--- src/rtl/seg_pkg.sv ---
// Shared constants for the seven-segment scan driver.
// Segment patterns are active-low, ordered {CA..CG} with CA at bit 6.
package seg_pkg;

  localparam int NIB_W = 4;

  localparam logic [6:0] SEG_0    = 7'b0000001;
  localparam logic [6:0] SEG_1    = 7'b1001111;
  localparam logic [6:0] SEG_2    = 7'b0010010;
  localparam logic [6:0] SEG_3    = 7'b0000110;
  localparam logic [6:0] SEG_4    = 7'b1001100;
  localparam logic [6:0] SEG_5    = 7'b0100100;
  localparam logic [6:0] SEG_6    = 7'b0100000;
  localparam logic [6:0] SEG_7    = 7'b0001111;
  localparam logic [6:0] SEG_8    = 7'b0000000;
  localparam logic [6:0] SEG_9    = 7'b0000100;
  localparam logic [6:0] SEG_DASH = 7'b1111110;
  localparam logic [6:0] SEG_OFF  = 7'b1111111;

endpackage

--- src/rtl/bcd_to_seg.sv ---
// Combinational BCD nibble to active-low segment decoder.
// Ports: bcd_i (4-bit digit), seg_o (7-bit {CA..CG}); 10-15 show a dash.
module bcd_to_seg
  import seg_pkg::*;
(
  input  logic [NIB_W-1:0] bcd_i,
  output logic [6:0]       seg_o
);

  always_comb begin
    seg_o = SEG_DASH;
    case (bcd_i)
      4'd0: seg_o = SEG_0;
      4'd1: seg_o = SEG_1;
      4'd2: seg_o = SEG_2;
      4'd3: seg_o = SEG_3;
      4'd4: seg_o = SEG_4;
      4'd5: seg_o = SEG_5;
      4'd6: seg_o = SEG_6;
      4'd7: seg_o = SEG_7;
      4'd8: seg_o = SEG_8;
      4'd9: seg_o = SEG_9;
      default: seg_o = SEG_DASH;
    endcase
  end

endmodule

--- src/rtl/seg_display_scan.sv ---
// Multiplexed seven-segment driver: prescaled scan, frame snapshot,
// blink, decimal points and leading-zero blanking.
// Ports: clk, rst (sync, high); digits_bcd, blink_mask, dp_mask, blank_lz in;
// anode_vec, cathode_vec, dp_n (all active-low), frame_start out.
module seg_display_scan
  import seg_pkg::*;
#(
  parameter int NUM_DIGITS   = 4,
  parameter int REFRESH_DIV  = 100000,
  parameter int BLINK_FRAMES = 125
) (
  input  logic                        clk,
  input  logic                        rst,
  input  logic [NIB_W*NUM_DIGITS-1:0] digits_bcd,
  input  logic [NUM_DIGITS-1:0]       blink_mask,
  input  logic [NUM_DIGITS-1:0]       dp_mask,
  input  logic                        blank_lz,
  output logic [NUM_DIGITS-1:0]       anode_vec,
  output logic [6:0]                  cathode_vec,
  output logic                        dp_n,
  output logic                        frame_start
);

  localparam int PW = $clog2(REFRESH_DIV);
  localparam int IW = $clog2(NUM_DIGITS);
  localparam int FW = (BLINK_FRAMES > 1) ? $clog2(BLINK_FRAMES) : 1;

  localparam logic [PW-1:0] PMAX = PW'(REFRESH_DIV - 1);
  localparam logic [IW-1:0] IMAX = IW'(NUM_DIGITS - 1);
  localparam logic [FW-1:0] FMAX = FW'(BLINK_FRAMES - 1);

  logic [PW-1:0] pcnt_q;
  logic [IW-1:0] idx_q, idx_d;
  logic [FW-1:0] fcnt_q, fcnt_d;
  logic          phase_q, phase_d;

  logic [NIB_W*NUM_DIGITS-1:0] snap_dig_q;
  logic [NUM_DIGITS-1:0]       snap_blink_q;
  logic [NUM_DIGITS-1:0]       snap_dp_q;
  logic                        snap_lz_q;

  logic [NUM_DIGITS-1:0] anode_q, anode_d;
  logic [6:0]            cath_q, cath_d;
  logic                  dp_q, dp_d;
  logic                  fs_q;

  logic tick, wrap, fstart;

  assign tick   = (pcnt_q == PMAX);
  assign wrap   = (idx_q == IMAX);
  assign fstart = tick & wrap;

  // Slot 0 renders from the values captured on the same edge,
  // so the render path bypasses the snapshot registers then.
  logic [NIB_W*NUM_DIGITS-1:0] eff_dig;
  logic [NUM_DIGITS-1:0]       eff_blink;
  logic [NUM_DIGITS-1:0]       eff_dp;
  logic                        eff_lz;

  assign eff_dig   = fstart ? digits_bcd : snap_dig_q;
  assign eff_blink = fstart ? blink_mask : snap_blink_q;
  assign eff_dp    = fstart ? dp_mask    : snap_dp_q;
  assign eff_lz    = fstart ? blank_lz   : snap_lz_q;

  always_comb begin
    idx_d = idx_q;
    if (tick) begin
      idx_d = wrap ? '0 : idx_q + 1'b1;
    end
  end

  always_comb begin
    fcnt_d  = fcnt_q;
    phase_d = phase_q;
    if (fstart) begin
      if (fcnt_q == FMAX) begin
        fcnt_d  = '0;
        phase_d = ~phase_q;
      end else begin
        fcnt_d = fcnt_q + 1'b1;
      end
    end
  end

  logic [NIB_W-1:0]      nib [NUM_DIGITS];
  logic [NUM_DIGITS-1:0] upper_zero;
  logic                  acc_zero;

  // upper_zero[i]: digits i..N-1 of the frame are all zero.
  always_comb begin
    upper_zero = '0;
    acc_zero   = 1'b1;
    for (int i = NUM_DIGITS - 1; i >= 0; i--) begin
      nib[i]        = eff_dig[i*NIB_W +: NIB_W];
      acc_zero      = acc_zero & (nib[i] == '0);
      upper_zero[i] = acc_zero;
    end
  end

  logic [NIB_W-1:0] cur_nib;
  logic [6:0]       cur_seg;
  logic             lz_blank;
  logic             hidden;

  assign cur_nib = nib[idx_d];

  bcd_to_seg u_dec (
    .bcd_i (cur_nib),
    .seg_o (cur_seg)
  );

  always_comb begin
    lz_blank = eff_lz & (idx_d != '0) & upper_zero[idx_d];
    hidden   = eff_blink[idx_d] & phase_d;
    anode_d  = '1;
    if (!(hidden | (lz_blank & ~eff_dp[idx_d]))) begin
      anode_d[idx_d] = 1'b0;
    end
    cath_d = lz_blank ? SEG_OFF : cur_seg;
    dp_d   = hidden ? 1'b1 : ~eff_dp[idx_d];
  end

  always_ff @(posedge clk) begin
    if (rst) begin
      pcnt_q       <= '0;
      idx_q        <= IMAX;
      fcnt_q       <= '0;
      phase_q      <= 1'b0;
      snap_dig_q   <= '0;
      snap_blink_q <= '0;
      snap_dp_q    <= '0;
      snap_lz_q    <= 1'b0;
      anode_q      <= '1;
      cath_q       <= SEG_OFF;
      dp_q         <= 1'b1;
      fs_q         <= 1'b0;
    end else begin
      pcnt_q  <= tick ? '0 : pcnt_q + 1'b1;
      idx_q   <= idx_d;
      fcnt_q  <= fcnt_d;
      phase_q <= phase_d;
      fs_q    <= fstart;
      if (fstart) begin
        snap_dig_q   <= digits_bcd;
        snap_blink_q <= blink_mask;
        snap_dp_q    <= dp_mask;
        snap_lz_q    <= blank_lz;
      end
      if (tick) begin
        anode_q <= anode_d;
        cath_q  <= cath_d;
        dp_q    <= dp_d;
      end
    end
  end

  assign anode_vec   = anode_q;
  assign cathode_vec = cath_q;
  assign dp_n        = dp_q;
  assign frame_start = fs_q;

endmodule

--- config.mk ---
export PLATFORM = sky130hd
export DESIGN_NAME = seg_display_scan
export DESIGN_NICKNAME = d
export VERILOG_FILES = /design/src/rtl/seg_pkg.sv /design/src/rtl/bcd_to_seg.sv /design/src/rtl/seg_display_scan.sv
export SDC_FILE = /design/constraint.sdc
export NUM_CORES = 1
export LEC_CHECK = 0
export CAP_MARGIN = 10
export CORE_MARGIN = 1.5
export CORE_UTILIZATION = 45
export DETAILED_ROUTE_END_ITERATION = 8
export PLACE_DENSITY = 0.67
export SETUP_SLACK_MARGIN = 0.2
export SLEW_MARGIN = 20
export SYNTH_ARGS = -nofsm -noshare
export SYNTH_HDL_FRONTEND = slang
export SYNTH_SLANG_ARGS = --single-unit
export TNS_END_PERCENT = 5
--- constraint.sdc ---
create_clock -name clk -period 4.3 [get_ports clk]
set_input_delay 0.645 -clock clk [delete_from_list [all_inputs] [get_ports clk]]
set_output_delay 0.645 -clock clk [all_outputs]
set_load 0.01 [all_outputs]
-- Word level (Yosys, flattened, before mapping)
Memory sizes are Yosys's and may differ from the RTL's.
Index checks and enable logic that the tools add are counted.
- add/sub/neg operators: 3
- order comparisons: 3
- equality and inequality tests: 3
- muxes and demuxes: 23
- bitwise logic cells: 13
- reductions and logical operators: 7
- operators by type and width (operator ; number):
    4-bit two-way mux ; 5
    17-bit by 1-bit adder with 17-bit output, second input constant ; 1
    17-bit == test, second input constant ; 1
    4-bit logical NOT ; 4
    16-bit two-way mux ; 1
    7-bit two-way mux ; 2
    1-bit bitwise AND ; 8
    4-bit binary-select mux with 2-bit select ; 1
    1-bit two-way mux ; 8
    7-bit by 1-bit adder with 7-bit output, second input constant ; 1
    7-bit == test, second input constant ; 1
    1-bit binary-select mux with 2-bit select ; 3
    2-bit two-way mux ; 2
    4-bit NOT ; 1
    3-bit greater-or-equal comparator, second input constant ; 1
    2-bit by 3-bit less-than comparator with 1-bit output, second input constant ; 1
    2-bit NOT with 3-bit output ; 1
    2-bit by 1-bit adder with 2-bit output, second input constant ; 1
    1-bit demux with 2-bit select ; 1
    2-bit == test, second input constant ; 1
    2-bit by 1-bit greater-or-equal comparator with 1-bit output, second input constant ; 1
    1-bit NOT ; 2
    2-bit nonzero test ; 1
    2-bit OR reduction ; 1
    other kinds (2) ; 2
- flip-flop bits (word level): 65
- memory bits (read-only): 112
- output and inout port bits: 13
- word-level logic and storage cells: 65
- memories kept: 1
- memory list (name ; words ; width ; read ports ; clocked after memory_dff ; wr ports ; line ; text):
    (name not given) ; 16 ; 7 ; 1 ; 0 ; 0 ; bcd_to_seg.sv:12 ; case (bcd_i)

-- Longest topological paths before layout
Gate-level depths: netlist of the first run.
- depth after elaboration: 13
- gate-level depth with buffers: 14

-- Modules after synthesis
A second synthesis of the first run with hierarchy kept.
- cells, all modules: 355
- area, all modules: 3183.1 um^2
- modules (own cells, without submodules) (module ; instances ; cells an instance ; area an instance (um^2) ; seq. area each (um^2)):
    seg_display_scan ; 1 ; 324 ; 2952.8 ; 1301.2
    bcd_to_seg ; 1 ; 31 ; 230.2 ; 0.0

-- Worst setup path after synthesis of the first run
No wires, ideal clock.
- path kind: flip-flop to flip-flop
- from: register pcnt_q[0]
- to: register cath_q[3], in the netlist cathode_vec[3]
- library setup time: 58 ps
- arrival time: 2698 ps
- slack: 1544 ps
- stages on the path, launching flop included: 14
- buffers on the path: 1
- period minus slack after synthesis: 2756 ps
- cell sequence: dfxtp_1 ha_1 and4_1 and4_1 buf_6 mux2i_4 o21ai_0 o21ai_0 inv_1 ha_1 inv_1 nand2_1 a21boi_0 o22a_1
- cells in the longest elaborated chain, start to end: 11
- elaborated cells on any way between the ends: 23
- ends and longest elaborated chain (item ; line ; text):
    start, declared ; seg_display_scan.sv:32 ; logic [PW-1:0] pcnt_q;
    start signal, assigned ; seg_display_scan.sv:138 ; pcnt_q <= tick ? '0 : pcnt_q + 1'b1;
    17-bit == test (*) ; seg_display_scan.sv:49 ; assign tick = (pcnt_q == PMAX);
    1-bit bitwise AND ; seg_display_scan.sv:51 ; assign fstart = tick & wrap;
    16-bit two-way mux ; -- ;
    4-bit logical NOT ; seg_display_scan.sv:95 ; acc_zero = acc_zero & (nib[i] == '0);
    1-bit bitwise AND (3 in a row) ; seg_display_scan.sv:95 ;
    1-bit binary-select mux with 2-bit select ; seg_display_scan.sv:113 ; lz_blank = eff_lz & (idx_d != '0) & upper_zero[idx_d];
    1-bit two-way mux (implied by the code) ; seg_display_scan.sv:113 ;
    1-bit bitwise AND ; seg_display_scan.sv:113 ;
    7-bit two-way mux ; seg_display_scan.sv:119 ; cath_d = lz_blank ? SEG_OFF : cur_seg;
    end signal, assigned ; seg_display_scan.sv:151 ; cath_q <= cath_d;
    end, declared ; seg_display_scan.sv:43 ; logic [6:0] cath_q, cath_d;
Mark *: on every way between the ends. The rest lies on a longest branch, timed or not. The select of a mux whose other input is x is not followed.
A chain may end at the register's enable or synchronous reset.

-- Final worst setup path of the first run
Ends and elaborated chain as after synthesis.

==> qor.tcl, run 1 <==
set qor(pin_count_of_the_biggest_net_entering_global_routing) 32
set qor(fillerInstances) 668
set qor(rr_startpoint) {pcnt_q[0]$_SDFF_PP0_}
set qor(rsz0062_at_grt) {no}
set qor(timing.critical_path.fanout_max) 14
set qor(root_buffer) {sky130_fd_sc_hd__clkbuf_8}
set qor(crit_path_cell_trace) {ha_1, and4_1, and4_1, mux2i_4, o21ai_0, o21ai_0, inv_1, ha_1, inv_1, nand2_1, a21boi_0, o22a_1}
set qor(nets) 452
set qor(drv_cap) 0
set qor(overflow) 0
set qor(layout_worst_path_cycle_share_pct) 80.25
set qor(cts.repair.resized) 0
set qor(min_delay_path_depth) 2
set qor(initial_core_util_pct) 46.81
set qor(yosysWarningCount) 0
set qor(drtAntennaViolNets) 0
set qor(syn_nets) 419
set qor(detailroute.via_count) 2724
set qor(min_delay_path_class) {reg2reg}
set qor(flow.area_growth_from_synthesis_pct) 19.14
set qor(cp_data_required_time_ps) 4590
set qor(seq_area_sq_um) 1301
set qor(totalNegativeSetupSlack_ps) 0
set qor(whs_endpoint) {snap_lz_q$_SDFF_PP0_}
set qor(avgRoutedWirePerCell_um) 14.08
set qor(clkSlewWorstSetupHoldPaths_ps) 70
set qor(antenna_violations_before_repair) 0
set qor(status) {finished clean}
set qor(gpl.final_weighted_congestion) 0.8100
set qor(start_point_of_the_worst_hold_path) {snap_lz_q$_SDFF_PP0_}
set qor(post_route_cells_drive_above_1_share_pct) 8.571
set qor(max_slew_headroom_pct) 55.08
set qor(vias_cell) 5.279
set qor(synth-edff-count) 0
set qor(numCtsBuffers) 9
set qor(die_x_um) 87.53
set qor(die_h_um) 87.53
set qor(worst-r2r-cell-count) 12
set qor(setup_ws_ps) 849.3
set qor(total_power_mw) 1.121
set qor(timing_hold_violations_final) 0
set qor(asyncSetResetFlopFracSynth_pct) 0
set qor(core_area_sq_um) 6869
set qor(num_rows) 30
set qor(final.hold.worst_slack_ps) 452.9
set qor(multi_input_area_sq_um) 1785
set qor(reg2reg_to) {cathode_vec[3]$_SDFFE_PP1N_}
set qor(max_stage_delay_ps) 630
set qor(setup_viol_count_final) 0
set qor(reg2reg_slack_ps) 850
set qor(syn-mean-instance-area_sq_um) 8.418
set qor(p_leak_nw) 1.326
set qor(final_common_cell) {sky130_fd_sc_hd__nand2_1}
set qor(synth-seq-area-share_pct) 40.47
set qor(hold_buffers) 0
set qor(die_area_sq_um) 7662
set qor(arrival_ps) 3740
set qor(synth_area_sq_um) 3216
set qor(setup.worst_path.start_class) {flop}
set qor(finalCriticalPeriod_ps) 3451
set qor(power_density_nw_per_um2) 292.5
set qor(clock-sinks) 65
set qor(number_of_instances_in_the_synthesized_netlist) 382
set qor(maxSlewViolCount) 0
set qor(cts.htree.levels) 3
set qor(n_antenna_cell) 0
set qor(preCtsSetupSlack_ps) 884.4
set qor(utilization_pct) 55.77
set qor(ios) 40
set qor(synth_seq_cells) 65
set qor(worst_pin_slew_ps) 668.7
set qor(setup.worst_path.class) {reg2reg}
set qor(clock_latency_ps) 340
set qor(layout_common_cells) {67 x sky130_fd_sc_hd__nand2_1, 65 x sky130_fd_sc_hd__dfxtp_1, 43 x sky130_fd_sc_hd__nor2_1}
set qor(critical_path_end_type) {flop}
set qor(grt_pass1_wl_um) 12230
set qor(clock_tree.buffer_depth) 2
set qor(max_freq_mhz) 289.8
set qor(hpwlAfterDp_um) 5181
set qor(tritoncts) {done}
set qor(postSynth.topFlopCell) {sky130_fd_sc_hd__dfxtp_1}
set qor(via_count_of_the_first_global_routing_pass) 2556
set qor(critical_path_cell_with_the_highest_stage_delay) {sky130_fd_sc_hd__and4_1}
set qor(netlist-cell-type-count) 56
set qor(detailedRoute.firstPassIterationCount) 5
set qor(wirelength_um) 7264
set qor(remaining_drc_errors) 0
set qor(grt_use_total_pct) 20.62
set qor(timing.clock.skew_ps) 8.867
set qor(count_of_routing_violations_after_the_opening_detailed_route_iteration) 173
set qor(postCtsSetupRepairBufs) 0
set qor(worst_ir_drop_vdd_mv) 0.2465
set qor(port_buffers) 39
## per-stage QoR
stage	instances	instance area, sq um
4_1_cts	516	3831
5_1_grt	516	3831
3_3_place_gp	500	3650
2_1_floorplan	382	3216
6_report	516	3831
3_5_place_dp	500	3650
## per-layer routing
layer	GRT usage [%]	up-vias	wire length (um)
met5	0	-	0
met4	5.339	0	57
met3	6.786	7	306
met2	33.64	56	3418
met1	26.34	1263	3481
li1	-	1398	-
## state kept, by name (all words and copies together), names as in the netlist
name and flops:
phase_q 1, snap_blink_q 4, snap_dp_q 4, fcnt_q 7, frame_start 1, cathode_vec 7
snap_lz_q 1, dp_n 1, idx_q 2, anode_vec 4, snap_dig_q 16, pcnt_q 17
## worst max path at each step
stage / start / to / slack [ps] / cells after the start
floorplan: pcnt_q[0]$_SDFF_PP0_ / cathode_vec[3]$_SDFFE_PP1N_ / 1540 / 13
global placement: pcnt_q[0]$_SDFF_PP0_ / cathode_vec[3]$_SDFFE_PP1N_ / 980 / 12
detailed placement: pcnt_q[0]$_SDFF_PP0_ / cathode_vec[3]$_SDFFE_PP1N_ / 880 / 12
CTS: pcnt_q[0]$_SDFF_PP0_ / cathode_vec[3]$_SDFFE_PP1N_ / 830 / 12
global route: pcnt_q[0]$_SDFF_PP0_ / cathode_vec[3]$_SDFFE_PP1N_ / 540 / 12
finish: pcnt_q[0]$_SDFF_PP0_ / cathode_vec[3]$_SDFFE_PP1N_ / 850 / 12
## final cells by class
cell class	count	area share, %
repair buffers	41	10.58
inverters	10	0.9798
flip-flops and latches	65	33.96
well taps	96	3.135
clock inverters	5	0.7838
clock buffers	11	3.952
multi-input cells	288	46.60
## critical path: cells and delay by family, from the launching register on
kind                     cells  cell delay [ps]
adder cells (fa/ha/maj)      2              540
buffers and inverters        2              260
AO/OA/AOI/OAI                4              800
multiplexers                 1              450
flip-flops                   1              380
AND/OR/NAND/NOR              3              970
## kinds of logic (layout without fill, tap and decap cells)
| logic type | Yosys count | count (layout) | synth area share [%] |
|---|---|---|---|
| flops | 65 | 65 | 40.47 |
| xor+xnor | 20 | 20 | 5.448 |
| fa+ha+maj | 10 | 10 | 3.891 |
| compound gates | 76 | 76 | 15.56 |
| simple gates | 169 | 169 | 25.53 |
| mux | 13 | 13 | 5.097 |
| buf+inv | 29 | 67 | 4.008 |
## report_power, final
group / internal [mW] / switching (mW) / total (mW)
Combinational: 0.0253 / 0.0184 / 0.0437
Sequential: 0.604 / 0.00225 / 0.606
Clock: 0.237 / 0.233 / 0.471
Total: 0.867 / 0.254 / 1.12
## Yosys cell counts (5+ instances only)
cell type / count / share of area [%]
sky130_fd_sc_hd__mux2i_1: 7 / 2.2
sky130_fd_sc_hd__xor2_1: 9 / 2.5
sky130_fd_sc_hd__nand3_1: 9 / 1.4
sky130_fd_sc_hd__nand4_1: 8 / 1.6
sky130_fd_sc_hd__and3_1: 5 / 0.97
sky130_fd_sc_hd__ha_1: 10 / 3.9
sky130_fd_sc_hd__dfxtp_1: 65 / 40
sky130_fd_sc_hd__nor2_1: 43 / 5.0
sky130_fd_sc_hd__xnor2_1: 11 / 3.0
sky130_fd_sc_hd__a21oi_1: 33 / 5.1
sky130_fd_sc_hd__o22a_1: 9 / 2.5
sky130_fd_sc_hd__nand2_1: 67 / 7.8
sky130_fd_sc_hd__inv_1: 10 / 1.2
sky130_fd_sc_hd__o21ai_0: 8 / 1.2
sky130_fd_sc_hd__clkbuf_1: 12 / 1.4
sky130_fd_sc_hd__nor4_1: 5 / 0.97
Power figures use the tool's default switching activity.
==> run 2: changes to the inputs <==
Clock period 4.3 ns to 3.6 ns, I/O delays scaled along.
==> qor.tcl, run 2 (synthesized netlist as in run 1, its figures left out) <==
set qor(status) {finished clean}
set qor(max_flop_register) {pcnt_q}
set qor(max_slew_headroom_pct) 60.73 ;# +5.7 points
set qor(worst_ir_drop_vdd_mv) 0.1980 ;# -20%
set qor(rsz0062_at_grt) {no}
set qor(clock_tree.buffer_depth) 2 ;# unchanged
set qor(overflow) 0 ;# unchanged
set qor(core_area_sq_um) 6869 ;# unchanged
set qor(hold_buffers) 0 ;# unchanged
set qor(avgRoutedWirePerCell_um) 13.86 ;# -1.6%
set qor(clock-sinks) 65 ;# unchanged
set qor(drv_cap) 0 ;# unchanged
set qor(clkSlewWorstSetupHoldPaths_ps) 70 ;# about the same
set qor(stdcell_count) 523 ;# +1.4%
set qor(post_route_cells_drive_above_1_share_pct) 9.836 ;# +1.3 points
set qor(die_h_um) 87.53 ;# unchanged
set qor(remaining_drc_errors) 0 ;# unchanged
set qor(nets) 460 ;# +1.8%
set qor(initial_core_util_pct) 46.81 ;# unchanged
set qor(tritoncts) {done}
set qor(port_buffers) 39 ;# unchanged
set qor(grt_pass1_wl_um) 12220 ;# -0.11%
set qor(crit_path_cell_trace) {ha_1, and4_1, and4_4, mux2i_4, o221ai_1, a32oi_2, inv_1, ha_1, inv_1, nand2_1, a21boi_0, o22a_1}
set qor(final_common_cell) {sky130_fd_sc_hd__nand2_1}
set qor(layout_worst_path_cycle_share_pct) 85.21 ;# +5.0 points
set qor(cp_data_required_time_ps) 3880 ;# -710 ps
set qor(maxSlewViolCount) 0 ;# unchanged
set qor(detailedRoute.firstPassIterationCount) 4 ;# -1
set qor(die_x_um) 87.53 ;# unchanged
set qor(cts.htree.levels) 3 ;# unchanged
set qor(count_of_routing_violations_after_the_opening_detailed_route_iteration) 163 ;# -5.8%
set qor(die_area_sq_um) 7662 ;# unchanged
set qor(ios) 40 ;# unchanged
set qor(via_count_of_the_first_global_routing_pass) 2591 ;# +1.4%
set qor(utilization_pct) 56.70 ;# +0.93 points
set qor(detailroute.via_count) 2767 ;# +1.6%
set qor(max_freq_mhz) 326.0 ;# +12%
set qor(min_delay_path_class) {reg2reg}
set qor(num_rows) 30 ;# unchanged
set qor(timing.critical_path.fanout_max) 8 ;# -6
set qor(cpLargestDelayFamily) {compound AO/OA/AOI/OAI gates}
set qor(numCtsBuffers) 9 ;# unchanged
set qor(critical_path_cell_with_the_highest_stage_delay) {sky130_fd_sc_hd__dfxtp_1}
set qor(preCtsSetupSlack_ps) 295.8 ;# -588.7 ps
set qor(p_leak_nw) 1.373 ;# +3.5%
set qor(vias_cell) 5.291 ;# +0.22%
set qor(timing.clock.skew_ps) 9.687 ;# +0.8203 ps
set qor(clock_latency_ps) 340 ;# about the same
set qor(setup.worst_path.start_class) {flop}
set qor(setup_ws_ps) 532.5 ;# -316.8 ps
set qor(root_buffer) {sky130_fd_sc_hd__clkbuf_8}
set qor(layout_common_cells) {67 x sky130_fd_sc_hd__nand2_1, 65 x sky130_fd_sc_hd__dfxtp_1, 43 x sky130_fd_sc_hd__nor2_1}
set qor(grt_use_total_pct) 20.43 ;# -0.19 points
set qor(critical_path_end_type) {flop}
set qor(arrival_ps) 3350 ;# -390 ps
set qor(worst_pin_slew_ps) 588.2 ;# -80.49 ps
set qor(setup.worst_path.class) {reg2reg}
set qor(layout_top_registers) {pcnt_q (17), snap_dig_q (16)}
set qor(setup_viol_count_final) 0 ;# unchanged
set qor(drtAntennaViolNets) 0 ;# unchanged
set qor(totalNegativeSetupSlack_ps) 0 ;# unchanged
set qor(flow.area_growth_from_synthesis_pct) 21.13
set qor(timing_hold_violations_final) 0 ;# unchanged
set qor(largest_register_ffs) 17 ;# unchanged
set qor(n_antenna_cell) 0 ;# unchanged
set qor(gpl.final_weighted_congestion) 0.8502 ;# +5.0%
set qor(cp.buffers_inverters) 2 ;# unchanged
set qor(finalCriticalPeriod_ps) 3067 ;# -383.2 ps
set qor(antenna_violations_before_repair) 0 ;# unchanged
set qor(max_stage_delay_ps) 370 ;# -260 ps
set qor(dpl.cell_count) 505 ;# +1.0%
set qor(hpwlAfterDp_um) 5309 ;# +2.5%
set qor(wirelength_um) 7247 ;# -0.23%
set qor(pin_count_of_the_biggest_net_entering_global_routing) 35 ;# +9.4%
set qor(power_density_nw_per_um2) 349.0 ;# +19%
[run 2: cell types whose count changed in the layout (fill, tap and decap cells not counted)]
| cell | previous run | this run |
|---|---|---|
| sky130_fd_sc_hd__buf_4 | 2 | 9 |
| sky130_fd_sc_hd__clkinvlp_4 | 2 | 0 |
| sky130_fd_sc_hd__o21ai_0 | 8 | 7 |
| sky130_fd_sc_hd__clkbuf_1 | 0 | 2 |
| sky130_fd_sc_hd__clkbuf_8 | 11 | 9 |
| sky130_fd_sc_hd__o21ai_1 | 1 | 2 |
| sky130_fd_sc_hd__and4_4 | 0 | 1 |
| sky130_fd_sc_hd__and4_1 | 3 | 2 |
| sky130_fd_sc_hd__bufinv_16 | 0 | 1 |
| sky130_fd_sc_hd__mux2i_2 | 0 | 1 |
[run 2: cell type report]
class	count	area, sq um
tap	96	120.1
sequential	65	1301
timing repair buffer	48	457.9
multi-input combinational	289	1802
clock buffer	11	131.4
fill	653	2974
inverter	10	37.54
clock inverter	4	45.04
[run 2: where the power goes]
part | switching (mW) | leakage [nW] | internal [mW] | total (mW)
Sequential | 0.00282 | 0.525 | 0.722 | 0.725
Clock | 0.269 | 0.0929 | 0.313 | 0.581
Combinational | 0.0221 | 0.755 | 0.0311 | 0.0531
Total | 0.293 | 1.37 | 1.07 | 1.36
[run 2: routing by layer]
metal	part of all wire, %	GRT usage [%]	vias to the layer above	routed length [um]
li1	-	-	1415	-
met1	47	27.26	1277	3424
met2	47	32.80	63	3393
met3	4.4	4.336	12	317
met4	1.5	7.215	0	111
met5	0	0	-	0
[run 2: worst paths after layout]
kind / startpoint / endpoint / slack (ps) / cells past startpoint
worst max-delay path: pcnt_q[0]$_SDFF_PP0_ / cathode_vec[3]$_SDFFE_PP1N_ / 530 / 12
worst min-delay path: snap_blink_q[3]$_SDFF_PP0_ / snap_blink_q[3]$_SDFF_PP0_ / 460 / 2
worst max register to register: pcnt_q[0]$_SDFF_PP0_ / cathode_vec[3]$_SDFFE_PP1N_ / 530 / 12
worst min register to register: snap_blink_q[3]$_SDFF_PP0_ / snap_blink_q[3]$_SDFF_PP0_ / 460 / 2
[run 2: worst register-to-register path, delay by kind of cell, from the launching register on]
kind                     cells  cell delay (ps)
flip-flops                   1              370
multiplexers                 1              370
adder cells (fa/ha/maj)      2              510
buffers and inverters        2              210
AND/OR/NAND/NOR              3              700
AO/OA/AOI/OAI                4              840
[run 2: per-stage QoR]
step | instance area (sq um) | hold WS [ps] | power [mW]
after floorplan | 3216 | 426.0 | 0.7567
after global placement | 3687 | 441.5 | 0.7937
after detailed placement | 3687 | 449.6 | 0.7938
after CTS | 3864 | 459.8 | 1.370
after global routing | 3895 | 474.1 | 1.408
final | 3895 | 458.1 | 1.359
[run 2: timing repair]
item | 4_1_cts | 5_1_grt
setup endpoints to repair | 0 | 4
endpoints found under the hold margin | 0 | 0
gates resized for setup | 0 | 3
buffers inserted | 0 | 2
